`src/rtl/pc_gen.sv`:
```
// pc_gen: program-counter generator for the fetch stage.
// Produces the fetch address with a valid/ready handshake, a trap/jump
// redirect (trap wins), a BOOT/RUN/HALT FSM and 2- or 4-byte increments.
// Optional return-address stack is enabled by defining PC_GEN_RAS_EN;
// without it the call/ret hints are ignored and ras_hit/ras_count read 0.
module pc_gen #(
    parameter int              XLEN         = 32,
    parameter logic [XLEN-1:0] RESET_VECTOR = {XLEN{1'b0}},
    parameter int              RVC_SUPPORT  = 0,
    parameter int              RAS_DEPTH    = 4,
    localparam int             CW           = $clog2(RAS_DEPTH) + 1
) (
    input  logic            clk,
    input  logic            rst_n,
    input  logic            stall_n,
    input  logic            trap_en,
    input  logic [XLEN-1:0] trap_addr,
    input  logic            jump_en,
    input  logic [XLEN-1:0] jump_addr,
    input  logic            halt_req,
    input  logic            resume_req,
    input  logic            is_compressed,
    input  logic            call_hint,
    input  logic            ret_hint,
    input  logic            fetch_ready,
    output logic            fetch_valid,
    output logic [XLEN-1:0] pc,
    output logic            ras_hit,
    output logic [CW-1:0]   ras_count
);

    typedef enum logic [1:0] {
        ST_BOOT = 2'd0,
        ST_RUN  = 2'd1,
        ST_HALT = 2'd2
    } state_e;

    state_e          state_r;
    state_e          state_nxt_s;
    logic [XLEN-1:0] pc_r;
    logic [XLEN-1:0] pc_nxt_s;
    logic            fetch_valid_r;
    logic            ras_hit_r;
    logic            hit_nxt_s;
    logic            fire_s;
    logic [XLEN-1:0] inc_s;
    logic [XLEN-1:0] seq_pc_s;
    logic            push_s;
    logic            pop_s;
    logic [XLEN-1:0] ras_top_s;
    logic            ras_avail_s;
    logic            call_s;
    logic            ret_s;

    // Redirect targets are halfword aligned with RVC, word aligned without.
    function automatic logic [XLEN-1:0] align_target(input logic [XLEN-1:0] addr);
        logic [XLEN-1:0] res;
        res    = addr;
        res[0] = 1'b0;
        if (RVC_SUPPORT == 0) begin
            res[1] = 1'b0;
        end else begin
            res[1] = addr[1];
        end
        return res;
    endfunction

    assign fire_s   = fetch_valid_r & fetch_ready & stall_n;
    assign seq_pc_s = pc_r + inc_s;

    // Sequential step size: 2 only for a compressed instruction on an RVC core.
    always_comb begin
        inc_s = {{(XLEN-3){1'b0}}, 3'd4};
        if ((RVC_SUPPORT != 0) && is_compressed) begin
            inc_s = {{(XLEN-3){1'b0}}, 3'd2};
        end else begin
            inc_s = {{(XLEN-3){1'b0}}, 3'd4};
        end
    end

    // Next-state, next-pc and RAS push/pop decisions.
    always_comb begin
        state_nxt_s = state_r;
        pc_nxt_s    = pc_r;
        hit_nxt_s   = ras_hit_r;
        push_s      = 1'b0;
        pop_s       = 1'b0;
        case (state_r)
            ST_BOOT: begin
                state_nxt_s = ST_RUN;
            end
            ST_RUN: begin
                // A trap in the same cycle overrides a halt request.
                if (halt_req && !trap_en) begin
                    state_nxt_s = ST_HALT;
                end else begin
                    state_nxt_s = ST_RUN;
                end
                if (trap_en) begin
                    pc_nxt_s  = align_target(trap_addr);
                    hit_nxt_s = 1'b0;
                end else if (jump_en) begin
                    pc_nxt_s  = align_target(jump_addr);
                    hit_nxt_s = 1'b0;
                end else if (fire_s) begin
                    push_s = call_s;
                    pop_s  = ret_s & ras_avail_s;
                    if (pop_s) begin
                        pc_nxt_s  = ras_top_s;
                        hit_nxt_s = 1'b1;
                    end else begin
                        pc_nxt_s  = seq_pc_s;
                        hit_nxt_s = 1'b0;
                    end
                end else begin
                    pc_nxt_s = pc_r;
                end
            end
            ST_HALT: begin
                if (trap_en) begin
                    pc_nxt_s    = align_target(trap_addr);
                    hit_nxt_s   = 1'b0;
                    state_nxt_s = ST_RUN;
                end else if (resume_req) begin
                    state_nxt_s = ST_RUN;
                end else begin
                    state_nxt_s = ST_HALT;
                end
            end
            default: begin
                state_nxt_s = ST_BOOT;
                pc_nxt_s    = RESET_VECTOR;
                hit_nxt_s   = 1'b0;
            end
        endcase
    end

    // State, pc and handshake registers; fetch_valid follows the next state.
    always_ff @(posedge clk or negedge rst_n) begin
        if (!rst_n) begin
            state_r       <= ST_BOOT;
            pc_r          <= RESET_VECTOR;
            fetch_valid_r <= 1'b0;
            ras_hit_r     <= 1'b0;
        end else begin
            state_r       <= state_nxt_s;
            pc_r          <= pc_nxt_s;
            fetch_valid_r <= (state_nxt_s == ST_RUN);
            ras_hit_r     <= hit_nxt_s;
        end
    end

    assign fetch_valid = fetch_valid_r;
    assign pc          = pc_r;
    assign ras_hit     = ras_hit_r;

`ifdef PC_GEN_RAS_EN
    localparam int PW = $clog2(RAS_DEPTH);

    logic [XLEN-1:0] ras_mem_r [RAS_DEPTH];
    logic [PW-1:0]   ras_ptr_r;
    logic [CW-1:0]   ras_count_r;
    logic [PW-1:0]   top_idx_s;

    // ras_ptr_r is the next write slot; the top of stack sits just below it.
    assign top_idx_s   = ras_ptr_r - PW'(1'b1);
    assign ras_top_s   = ras_mem_r[top_idx_s];
    assign ras_avail_s = (ras_count_r != {CW{1'b0}});
    assign call_s      = call_hint;
    assign ret_s       = ret_hint;
    assign ras_count   = ras_count_r;

    // Circular return-address stack; a full push overwrites the oldest slot.
    always_ff @(posedge clk or negedge rst_n) begin
        if (!rst_n) begin
            ras_ptr_r   <= {PW{1'b0}};
            ras_count_r <= {CW{1'b0}};
            for (int i = 0; i < RAS_DEPTH; i++) begin
                ras_mem_r[i] <= {XLEN{1'b0}};
            end
        end else if (push_s && pop_s) begin
            ras_mem_r[top_idx_s] <= seq_pc_s;
        end else if (push_s) begin
            ras_mem_r[ras_ptr_r] <= seq_pc_s;
            ras_ptr_r            <= ras_ptr_r + PW'(1'b1);
            if (ras_count_r != CW'(RAS_DEPTH)) begin
                ras_count_r <= ras_count_r + CW'(1'b1);
            end else begin
                ras_count_r <= ras_count_r;
            end
        end else if (pop_s) begin
            ras_ptr_r   <= top_idx_s;
            ras_count_r <= ras_count_r - CW'(1'b1);
        end else begin
            ras_ptr_r   <= ras_ptr_r;
            ras_count_r <= ras_count_r;
        end
    end
`else
    logic unused_ras_s;

    assign ras_top_s    = {XLEN{1'b0}};
    assign ras_avail_s  = 1'b0;
    assign call_s       = 1'b0;
    assign ret_s        = 1'b0;
    assign ras_count    = {CW{1'b0}};
    assign unused_ras_s = call_hint | ret_hint | push_s | pop_s;
`endif

endmodule

```
`config.mk`:
```
export PLATFORM = sky130hd
export DESIGN_NAME = pc_gen
export DESIGN_NICKNAME = d
export VERILOG_FILES = /design/src/rtl/pc_gen.sv
export SDC_FILE = /design/constraint.sdc
export NUM_CORES = 1
export LEC_CHECK = 0
export ABC_AREA = 1
export CELL_PAD_IN_SITES_DETAIL_PLACEMENT = 0
export CELL_PAD_IN_SITES_GLOBAL_PLACEMENT = 1
export CORE_AREA = 4 4 119 121
export DETAILED_ROUTE_END_ITERATION = 16
export DIE_AREA = 0 0 123 125
export HOLD_SLACK_MARGIN = 0.05
export PLACE_DENSITY = 0.66
export SLEW_MARGIN = 20
export SYNTH_ARGS = -nofsm -noshare
export SYNTH_HDL_FRONTEND = slang
export SYNTH_SLANG_ARGS = --single-unit
```
`constraint.sdc`:
```
create_clock -name clk -period 3.8 [get_ports clk]
set_input_delay 0.38 -clock clk [delete_from_list [all_inputs] [get_ports clk]]
set_output_delay 0.38 -clock clk [all_outputs]
set_load 0.01 [all_outputs]
```
==> metrics <==
vias=roughly 3700; largest cells by area after synthesis=nand2_1, dfrtp_1, nor2_1, nand3_1, inv_1; flop-to-flop setup slack=roughly 1.6 ns; Syn-to-layout area delta=37.5%; ratio of cells with drive above 1 in the final layout=a little over 6%; clock skew=between 0.003 and 0.004 ns; Worst R2R Start=state_r[1]; later-pin clock latency in the skew report=0.28 ns; Filler cells=1412; Routed Antenna Nets=0; DRT Wirelength=around 12 mm; Final min period=between 2 and 2.5 ns; Max Cap Viol=0; WP data required=approximately 4.0 ns; # rows=42; Buffers on Ports=just under 100; total negative slack=0 ns; die height=about 130 um; Power, Total=2.25 mW; Initial Util=approximately a quarter; status=complete, no violations; First-pass DRT Iterations=4; RR Endpoint=pc[7]; Setup violations, final=0; Worst setup SP type=primary input; Fin. Hold Viols=0; WL met1=around 5.5 mm; NumNets Final=roughly 700; Clock Path Buffers=2; CP arrival=approximately 2.5 ns; PwrDens=507 mW/mm2; DR iter-0 viols=240; EDFF count, synth=0; sequential share of the synthesized area=25.6%; Worst Max-Slew Pin Slew=0.897 ns; met2 wire length=5.44 mm; GR Overflow Total=0; Clock Sinks=33; Post-Syn Instances=550; Top FF cell, synth=dfrtp_1; routed length per instance=14.4 um; die footprint=between 0.015 and 0.02 mm2; CP cell instances=clkdlybuf4s50_1 -> buf_4 -> inv_1 -> nand4_2 -> o211ai_4 -> buf_4 -> inv_2 -> nand2_4 -> inv_4 -> o21ai_0 -> o21ai_0; diode count=0; Post-Place Setup Slack=between 1 and 1.5 ns; FF-to-FF path depth=8; Yosys Warn Count=0; top cell family by delay on the critical path=buffers and inverters; vias per cell=about 4.5; Distinct cells, synth=39; GPL Wtd Cong=around 0.86; met3 WL=roughly 670 um; vias in the first global route=roughly 3800; share of synthesized registers carrying an async set or reset=100%; first-pass GRT wire length=approximately 19 mm; CTS tree=built; area share of the largest cell type after synthesis=around 28%; GRT Resource Usage Total=between 10% and 20%; Fmax=approximately 440 MHz; biggest area consumer among synthesized cells=nand2_1; CP endpoint kind=register; HPWL Detailed=8.88 mm; antenna violations before repair=0; worst setup margin=around 1.5 ns; worst-path maximum fanout=29; critical path's largest stage delay=0.46 ns; CTS root buf=clkbuf_16; Post-Syn Area=0.00323 mm2; Reg clk slew, reported paths=0.06 ns; H-tree levels=2; critical path buffer and inverter count=6; CTS Buf Count=5; Max VDD drop=~0.16 mV; Post-CTS Resized=0; DRC=0; hold slack final=around 0.52 ns; final max-slew violation count=0; syn avg cell area=5.87 um2; slew margin rel.=roughly two fifths; CTS Hold Bufs=0; #FFs+latches synth=33; I/O pin cnt=around 110; Critical-path top delay cell=clkdlybuf4s50_1; uppermost layer routed=met4; RSZ-0062 raised after global routing=no; Core Footprint=0.0131 mm2; Chip Width=123 um; pin count of the biggest net entering global routing=34; Tcrit/Tclk final=between 50% and 60%; # Post-CTS Setup Buffers=0; worst min path class=primary input to asynchronous set/reset pin; critical path class=primary input to register; Pleak=slightly below 2 nW
## synth_stat cells, drive strengths merged, types with 2 or more instances
master,number
nand2,249
o21a,3
o21ai,19
o22ai,2
a22oi,4
or2,3
xor2,5
ha,5
o21bai,3
inv,36
clkbuf,12
nor2,94
a21oi,21
nand3,34
o211ai,3
buf,12
dfrtp,33
nand4,5
a21boi,3
## kinds of logic after synthesis
kind of cell,Yosys count,synth area share (%)
DFF,33,25.6
adders and majority gates,5,1.94
buffers and inverters,61,10.2
and+or+nand+nor,385,49.3
xor gates and xnor gates,6,1.63
other,1,0.116
AOI/OAI and AO/OA,59,11.2
## worst max path at each step
stage | end | slack [ns] | cells after the start | startpoint
3_5_place_dp | pc[7] | 1.19 | 10 | trap_en
3_3_place_gp | pc[7] | 1.29 | 11 | jump_en
6_report | pc[7] | 1.54 | 11 | jump_en
2_1_floorplan | pc[11] | 2.22 | 10 | state_r[0]
4_1_cts | pc[7] | 1.50 | 10 | trap_en
5_1_grt | pc[2] | 1.27 | 8 | state_r[1]
## sequential cells by signal, summed over array words and instances (netlist names)
| name | flops |
|---|---|
| state_r | 2 |
| pc | 30 |
| fetch_valid | 1 |
## layout by cell type (no fill, tap or decap), types with 11 or more instances in the layout
cell type	count
nor2_2	11
o21ai_0	16
a21oi_1	21
inv_1	33
clkdlybuf4s50_1	98
dfrtp_1	33
nand3_1	34
nand2_1	244
nor2_1	79
## cell type report
type | instances | area, um2 | area share [%]
multi-input combinational | 461 | 2090 | 47.2
inverter | 36 | 138 | 3.10
timing repair buffer | 104 | 1030 | 23.1
sequential | 33 | 826 | 18.6
clock buffer | 8 | 136 | 3.07
tap | 176 | 220 | 4.96
## report_power, final
part | switching [mW] | internal (mW)
Clock | 0.156 | 0.244
Combinational | 0.671 | 0.511
Sequential | 0.195 | 0.473
## per-stage QoR
stage          instances  util (%)  area (um2)
2_1_floorplan        555         -        3250
3_3_place_gp         810      32.9        4300
3_5_place_dp         810      32.9        4300
4_1_cts              818      33.9        4440
5_1_grt              818      33.9        4440
6_report             818      33.9        4440
## per-layer routing
metal	vias to the layer above	GRT usage [%]
met5	-	0
met4	0	4.63
met3	13	2.89
met2	100	25.2
met1	1650	21.3
li1	1900	-
## worst reg2reg max path, delay by kind of cell, from the launching register on
kind	cells	cell delay (ns)
flops	1	0.38
compound gates	3	0.43
simple gates	1	0.25
buf+inv	3	0.80
fa+ha+maj	1	0.23
Power figures use the tool's default switching activity.
